**src/rtl/irq_controller.sv**
```systemverilog
// rtl/irq_controller.sv - fixed-priority edge-triggered interrupt controller with ack handshake
module irq_controller #(
    parameter int          NUM_SRC     = 4,
    parameter logic [15:0] VEC_BASE    = 16'h0000,
    parameter int          HOLDOFF     = 2,
    parameter int          ACK_TIMEOUT = 16
) (
    input  logic               clk,
    input  logic               rst,
    input  logic [NUM_SRC-1:0] irq_src,
    input  logic [NUM_SRC-1:0] mask,
    output logic               interrupt,
    input  logic               ack,
    output logic [15:0]        vector,
    output logic [NUM_SRC-1:0] pending,
    output logic               busy,
    output logic               timeout_err
);
    localparam int IDX_W = (NUM_SRC > 1) ? $clog2(NUM_SRC) : 1;

    typedef enum logic [1:0] {IDLE, REQ, SERVICE, HOLD} state_t;

    state_t             state, state_nxt;
    logic [NUM_SRC-1:0] irq_prev;
    logic [NUM_SRC-1:0] edges;
    logic [NUM_SRC-1:0] eligible;
    logic [NUM_SRC-1:0] clr;
    logic [IDX_W-1:0]   grant;
    logic [IDX_W-1:0]   sel_idx;
    logic               sel_valid;
    logic [7:0]         cnt, cnt_nxt;
    logic               tmo_nxt;

    assign edges    = irq_src & ~irq_prev;
    assign eligible = pending & ~mask;

    // Scan from the top down so the lowest eligible index is the last one written.
    always_comb begin
        sel_valid = 1'b0;
        sel_idx   = '0;
        for (int i = NUM_SRC - 1; i >= 0; i--) begin
            if (eligible[i]) begin
                sel_valid = 1'b1;
                sel_idx   = IDX_W'(i);
            end
        end
    end

    // cnt counts unacknowledged REQ cycles, then is reused to time the HOLD window.
    always_comb begin
        state_nxt = state;
        cnt_nxt   = cnt;
        tmo_nxt   = 1'b0;
        clr       = '0;
        case (state)
            IDLE: begin
                cnt_nxt = '0;
                if (sel_valid) begin
                    state_nxt = REQ;
                end
            end
            REQ: begin
                if (ack) begin
                    state_nxt = SERVICE;
                    cnt_nxt   = '0;
                    for (int i = 0; i < NUM_SRC; i++) begin
                        if (IDX_W'(i) == grant) begin
                            clr[i] = 1'b1;
                        end
                    end
                end else if (cnt == 8'(ACK_TIMEOUT - 1)) begin
                    cnt_nxt = '0;
                    tmo_nxt = 1'b1;
                end else begin
                    cnt_nxt = cnt + 8'd1;
                end
            end
            SERVICE: begin
                if (!ack) begin
                    cnt_nxt   = '0;
                    state_nxt = (HOLDOFF == 0) ? IDLE : HOLD;
                end
            end
            HOLD: begin
                if (cnt == 8'(HOLDOFF - 1)) begin
                    cnt_nxt   = '0;
                    state_nxt = IDLE;
                end else begin
                    cnt_nxt = cnt + 8'd1;
                end
            end
            default: state_nxt = IDLE;
        endcase
    end

    always_ff @(posedge clk) begin
        if (!rst) begin
            state       <= IDLE;
            // Sampling the lines here keeps a level already high at release from looking like an edge.
            irq_prev    <= irq_src;
            pending     <= '0;
            cnt         <= '0;
            grant       <= '0;
            interrupt   <= 1'b0;
            vector      <= VEC_BASE;
            busy        <= 1'b0;
            timeout_err <= 1'b0;
        end else begin
            state       <= state_nxt;
            irq_prev    <= irq_src;
            pending     <= (pending & ~clr) | edges;
            cnt         <= cnt_nxt;
            timeout_err <= tmo_nxt;
            interrupt   <= (state == REQ) && !ack;
            busy        <= (state_nxt != IDLE);
            if (state == IDLE && sel_valid) begin
                grant  <= sel_idx;
                vector <= VEC_BASE + 16'(sel_idx);
            end
        end
    end
endmodule

```
**config.mk**
```make
export PLATFORM = sky130hd
export DESIGN_NAME = irq_controller
export DESIGN_NICKNAME = d
export VERILOG_FILES = /design/src/rtl/irq_controller.sv
export SDC_FILE = /design/constraint.sdc
export NUM_CORES = 1
export LEC_CHECK = 0
export BUFFER_PORTS_ARGS = -buffer_cell sky130_fd_sc_hd__buf_4
export CAP_MARGIN = 10
export CORE_AREA = 2 2 55 70
export DETAILED_ROUTE_END_ITERATION = 10
export DIE_AREA = 0 0 57 72
export PLACE_DENSITY = 0.55
export SLEW_MARGIN = 20
export SYNTH_ARGS = -nofsm -noshare
export SYNTH_HDL_FRONTEND = slang
export SYNTH_SLANG_ARGS = --single-unit
```
**constraint.sdc**
```tcl
create_clock -name clk -period 1.5 [get_ports clk]
set_input_delay 0 -clock clk [delete_from_list [all_inputs] [get_ports clk]]
set_output_delay 0 -clock clk [all_outputs]
set_load 0.1 [all_outputs]
```
== Word level (Yosys, flattened, before mapping) ==
Index checks and enable logic that the tools add are counted.

* Bits of input ports: 11
* Register bits after elaboration: 23
* Word-level logic and storage cells: 59
* Output and inout port bits: 23

* Equality and inequality tests: 9
* Add/subtract/negate cells: 1
* Mux-type cells: 25
* Reductions and logical operators: 7
* Bitwise logic cells: 9

{| class="wikitable"
|+ Operators by type and width
! operator !! count
|-
| 8-bit 2-to-1 mux || 4
|-
| 8-bit one-hot mux with 4 select lines || 1
|-
| 2-bit 2-to-1 mux || 8
|-
| 4-bit bitwise AND || 3
|-
| 4-bit inverter || 3
|-
| 1-bit 2-to-1 mux || 9
|-
| 8-bit by 1-bit adder with 8-bit output, second input constant || 1
|-
| 8-bit by 1-bit equality test with 1-bit output, second input constant || 1
|-
| 8-bit by 4-bit equality test with 1-bit output, second input constant || 1
|-
| 4-bit 2-to-1 mux || 2
|-
| 2-bit one-hot mux with 4 select lines || 1
|-
| 2-bit equality test, first input constant || 2
|-
| 2-bit equality test, second input constant || 2
|-
| 2-bit zero test || 2
|-
| 4-bit OR || 1
|-
| 3-bit OR reduction || 1
|-
| 1-bit by 2-bit equality test with 1-bit output, first input constant || 1
|-
| 2-bit by 1-bit equality test with 1-bit output, second input constant || 1
|-
| 1-bit logical AND || 2
|-
| 2-bit inequality test, second input constant || 1
|-
| 1-bit inverter || 2
|-
| 2-bit nonzero test || 1
|-
| 1-bit zero test || 1
|}

== Depth between registers and ports, before layout ==
* Word-level depth: 9
* Depth in mapped cells: 6
* Depth with buffers taken out: 6

== Least setup slack after synthesis ==
OpenSTA, ideal clock, no wires.

* Kind: register to register
* Start point: register pending[0]
* End point: register vector[0]
* Stages on the path, launching flop included: 5
* Setup time: 0.134 ns
* Setup slack: -0.301 ns
* Path buffers: 0
* Clock period less this slack: 1.801 ns
* Arrival: 1.667 ns
* Data required time: 1.366 ns
* Cell sequence: dfxtp_1 nand2b_1 a41oi_1 or2_2 a21oi_1

* Longest elaborated chain between the ends: 3
* Elaborated cells on any way between the ends: 4
* Classes of those cells: mux: 2; bitwise: 1; reduce/logical: 1

{| class="wikitable"
|+ RTL lines
! item !! line !! text
|-
| from (decl) || 15 || <nowiki>output logic [NUM_SRC-1:0] pending,</nowiki>
|-
| from (signal assigned) || 111 || <nowiki>pending <= (pending & ~clr) | edges;</nowiki>
|-
| 4-bit bitwise AND (*) || 35 || <nowiki>assign eligible = pending & ~mask;</nowiki>
|-
| 1-bit 2-to-1 mux || 42 || <nowiki>if (eligible[i]) begin</nowiki>
|-
| 1-bit logical AND || 116 || <nowiki>if (state == IDLE && sel_valid) begin</nowiki>
|-
| to (signal assigned) || 118 || <nowiki>vector <= VEC_BASE + 16'(sel_idx);</nowiki>
|-
| to (decl) || 14 || <nowiki>output logic [15:0] vector,</nowiki>
|}

Every way passes the cells marked *; elsewhere a longest branch is shown, timed or not.
A chain may end at the register's enable or synchronous reset.

== Worst setup path after layout ==
* Start point: register cnt[0]
* End point: register cnt[3]

* Longest elaborated chain between the ends: 4
* Elaborated cells on any way between the ends: 7
* Classes of those cells: add/sub: 1; eq/ne: 2; mux: 4

{| class="wikitable"
|+ RTL lines
! item !! line !! text
|-
| from (decl) || 31 || <nowiki>logic [7:0] cnt, cnt_nxt;</nowiki>
|-
| from (signal assigned) || 112 || <nowiki>cnt <= cnt_nxt;</nowiki>
|-
| 8-bit by 1-bit adder with 8-bit output / 8-bit by 4-bit equality test with 1-bit output (equally long branches) || 75, 89, 71 ||
|-
| 8-bit 2-to-1 mux || 71 || <nowiki>end else if (cnt == 8'(ACK_TIMEOUT - 1)) begin</nowiki>
|-
| 8-bit 2-to-1 mux || 63 || <nowiki>if (ack) begin</nowiki>
|-
| 8-bit one-hot mux with 4 select lines (*) || 55 || <nowiki>case (state)</nowiki>
|}

Marked as above.

==> run summary <==
## Run status
• **status** finished with violations
• **failing checks** setup timing

## Placed design
• **weighted congestion at the end of routability-driven global placement** 0.768
• **dpl hpwl** 2.12 mm
• **number of cells after detailed placement** 206
• **number of buffer cells added on primary ports** 19

## Yosys
• **asr flop ratio synth** 0%
• **most common flop cell mapped by yosys** sky130_fd_sc_hd__dfxtp_1
• **library cell occupying the most area in the post-synthesis netlist** sky130_fd_sc_hd__dfxtp_1
• **cell types occupying the most area after synthesis** sky130_fd_sc_hd__dfxtp_1 39%, sky130_fd_sc_hd__buf_4 9.0%, sky130_fd_sc_hd__a21oi_1 6.0%
• **fraction of synthesized cell area taken by the top area cell type** 39.4%
• **Synth warnings** 0
• **average size of a mapped cell** 8.71 um^2
• **dominant combinational cell family by area after synthesis** simple AND/OR/NAND/NOR gates
• **count of flip-flops with a built-in enable after synthesis** 0
• **synthesized netlist cell count** 134
• **number of distinct library cells after synthesis** 41
• **total of flip-flops plus latches after synthesis** 23
• **compound-cell area share of the yosys netlist** 20.3%
• **simple-gate area share of the yosys netlist** 26.9%
• **Mapped Area** 1170 um^2
• **leading cell type by number of instances after synthesis** sky130_fd_sc_hd__dfxtp_1
• **multiplexer share of the synthesized area** 0%
• **post-synthesis share of cell area spent on xor and xnor gates** 0%
• **adder-cell area share of the yosys netlist** 2.14%
• **leading cell types by count after synthesis** 23 x sky130_fd_sc_hd__dfxtp_1, 14 x sky130_fd_sc_hd__a21oi_1, 14 x sky130_fd_sc_hd__buf_4, 9 x sky130_fd_sc_hd__nand2_1, 8 x sky130_fd_sc_hd__nand3_1
• **sequential element share of the synthesized area** 39.4%

## Worst setup path
• **endpoint of the lowest-slack register-to-register path** cnt[3]$_SDFFE_PN0P_
• **family with the most delay on the worst path** simple AND/OR/NAND/NOR gates
• **Req. time, crit path** 1.70 ns
• **Cell Chain, Critical Path** ha_1 > nand4b_1 > o21bai_4 > or4_4 > a21oi_2
• **Setup CP Type** reg -> reg
• **CP arrival** 1.81 ns
• **origin of the critical flop-to-flop path** cnt[0]$_SDFFE_PN0P_
• **reg-to-reg setup timing slack** -0.11 ns
• **crit path launch type** flop
• **cells on worst reg2reg path** 5
• **highest fanout seen on the critical path** 7
• **crit path capture type** flop
• **delay contributed by the slowest stage of the critical path** 0.53 ns
• **Crit-path slowest cell** sky130_fd_sc_hd__or4_4
• **buffers and inverters on the worst path** 0

## Global routing
• **Global Route Usage Sum** 14.3%
• **pin count of the biggest net entering global routing** 13
• **via count of the first global-routing pass** 1059
• **number of antenna violations at the first check in global routing** 0
• **total overflow reported by the global router** 0
• **wire length of the first global-routing pass** 4.57 mm

## Detailed routing
• **Via density** 5.05
• **drt first-iter violations** 6
• **DRC viols** 0
• **post-route ant nets** 0
• **Via Count** 1111
• **drt total wl** 2.91 mm
• **average wire length per cell after detail routing** 13.2 um
• **1st-pass router iterations** 4

## Min path
• **type of the most critical hold path** in -> reg
• **Hold Path Sink** cnt[2]$_SDFFE_PN0P_
• **critical hold path startpoint** ack
• **Hold Path Cell Cnt** 3

## Timing
• **Hold Violations, Final** 0
• **share of the clock period used by the worst path after layout** 107%
• **min setup slack post-route** -0.110 ns
• **Final Slew Violations** 0
• **worst hold margin** 0.151 ns
• **number of setup violations in the final report** 7
• **min Tclk post-route** 1.61 ns
• **Final Skew** 0.00729 ns
• **highest clock frequency the design can meet** 0.621 GHz
• **unrepaired setup endpoints after global routing** true

## Final layout
• **Filler Cell Count** 343
• **non-filler instance count after layout** 220
• **Layout Nets** 195
• **layout overhead on the synthesized area** 43.0%
• **Antenna diodes** 0
• **share of post-route cells with drive strength above 1** 41.4%

## Floorplanning
• **io pins** 34
• **die extent in x** 57 um
• **placeable core area** 3420 um^2
• **Chip Height** 72 um
• **area of the die** 4100 um^2
• **starting density of the core** 34.1%
• **standard-cell row count** 24

## Run
• **max-cap violations** 0

## Clock tree
• **maximum buffer depth of the clock tree** 2
• **Clock Latency Late Sink** 0.27 ns
• **clock-pin slew on the worst setup and hold paths** 0.08 ns
• **# H-tree levels** 1
• **sink count of the clock tree** 23
• **root buffer cell** sky130_fd_sc_hd__clkbuf_8
• **number of buffers inserted during clock tree synthesis** 3
• **clock tree from TritonCTS** done

## Power and ir drop
• **Internal** 957 uW
• **net switching power figure** 591 uW
• **fraction of power consumed by the clock network** 24.6%
• **overall power consumption** 1.55 mW
• **leakage power figure** 0.643 nW
• **worst vdd ir** 637 uV
• **switching part of the total power** 38.2%
• **Comb pwr share** 32.3%
• **power share of the sequential group** 43.1%
• **power density normalized to cell area** 927 nW/um^2

-- cell type report --
cell class / instances / area [um^2] / share of cell area, %
clock buffers: 4 / 45.0 / 2.70
inverters: 4 / 15.0 / 0.900
flip-flops and latches: 23 / 477 / 28.6
multi-input cells: 104 / 719 / 43.1
repair buffers: 46 / 364 / 21.8
well taps: 39 / 48.8 / 2.92
-- worst min-delay path: stages --
cell	delay, ns
sky130_fd_sc_hd__buf_4	0.13
sky130_fd_sc_hd__nand3_1	0.13
sky130_fd_sc_hd__a311oi_1	0.10
-- power groups by stage --
stage          logic (mW)  clock network (mW)  registers, mW
2_1_floorplan       0.276                   0          0.798
4_1_cts             0.480               0.394          0.666
5_1_grt             0.524               0.420          0.672
6_report            0.500               0.381          0.667
3_3_place_gp        0.456                   0          0.681
3_5_place_dp        0.457                   0          0.681
-- metal layers --
metal | part of all wire [%] | GRT usage [%] | vias up
li1 | - | - | 556
met1 | 41 | 15.2 | 523
met2 | 54 | 27.2 | 23
met3 | 2.7 | 2.14 | 9
met4 | 2.7 | 6.46 | 0
met5 | 0 | 0 | -
-- metrics by stage --
| step | util (%) | setup TNS, ns | setup WS (ns) | area, um^2 |
|---|---|---|---|---|
| final | 48.8 | -0.563 | -0.110 | 1670 |
| after CTS | 46.9 | -0.417 | -0.105 | 1610 |
| after global routing | 48.8 | -0.923 | -0.165 | 1670 |
| after detailed placement | 42.0 | -0.969 | -0.185 | 1440 |
| after floorplan | - | -0.0145 | -0.0145 | 1230 |
| after global placement | 42.0 | -0.474 | -0.120 | 1440 |
-- registers in the layout, summed over array words and instances (netlist names) --
signal / flops
state: 2
interrupt: 1
busy: 1
cnt: 8
vector: 2
pending: 4
irq_prev: 4
timeout_err: 1
-- cell usage in the layout (no fill, tap or decap), types with 2 or more instances in the layout --
cell,Yosys,layout
sky130_fd_sc_hd__dlygate4sd3_1,0,6
sky130_fd_sc_hd__a211o_1,3,3
sky130_fd_sc_hd__nand2b_1,7,7
sky130_fd_sc_hd__buf_4,14,39
sky130_fd_sc_hd__or4_4,1,2
sky130_fd_sc_hd__o21ai_0,3,3
sky130_fd_sc_hd__o31ai_1,3,3
sky130_fd_sc_hd__nor2b_1,4,4
sky130_fd_sc_hd__inv_1,3,2
sky130_fd_sc_hd__nand3_1,8,7
sky130_fd_sc_hd__dfxtp_2,0,10
sky130_fd_sc_hd__conb_1,1,14
sky130_fd_sc_hd__a21oi_2,1,3
sky130_fd_sc_hd__nor3b_1,2,2
sky130_fd_sc_hd__a21oi_1,14,12
sky130_fd_sc_hd__nor2_1,5,5
sky130_fd_sc_hd__nand2_1,9,9
sky130_fd_sc_hd__dfxtp_1,23,12
sky130_fd_sc_hd__or3_1,3,3
sky130_fd_sc_hd__nor3_1,2,2
sky130_fd_sc_hd__or2_2,2,2
sky130_fd_sc_hd__clkbuf_8,0,3
-- cells by family (layout without fill, tap and decap cells) --
group                      after synthesis  after routing
buffers and inverters                   20             54
other                                    1             14
and+or+nand+nor                         54             54
adders and majority gates                2              2
AOI/OAI and AO/OA                       34             34
DFF                                     23             23
-- repair_timing --
item,4_1_cts,5_1_grt
pin swaps,4,6
hold buffers,6,0
buffers inserted,3,1
endpoints found under the setup margin,9,11
endpoints found under the hold margin,8,0
gates resized for setup,10,12
-- how the worst max path moves through the flow --
stage | depth (start not counted) | startpoint | slack (ns) | end
6_report | 5 | cnt[0]$_SDFFE_PN0P_ | -0.11 | cnt[3]$_SDFFE_PN0P_
2_1_floorplan | 4 | cnt[2]$_SDFFE_PN0P_ | -0.01 | cnt[7]$_SDFFE_PN0P_
5_1_grt | 5 | cnt[0]$_SDFFE_PN0P_ | -0.17 | cnt[3]$_SDFFE_PN0P_
3_3_place_gp | 5 | cnt[0]$_SDFFE_PN0P_ | -0.12 | cnt[4]$_SDFFE_PN0P_
4_1_cts | 6 | cnt[1]$_SDFFE_PN0P_ | -0.11 | cnt[3]$_SDFFE_PN0P_
3_5_place_dp | 5 | cnt[0]$_SDFFE_PN0P_ | -0.19 | cnt[4]$_SDFFE_PN0P_
(Power assumes the default switching activity.)
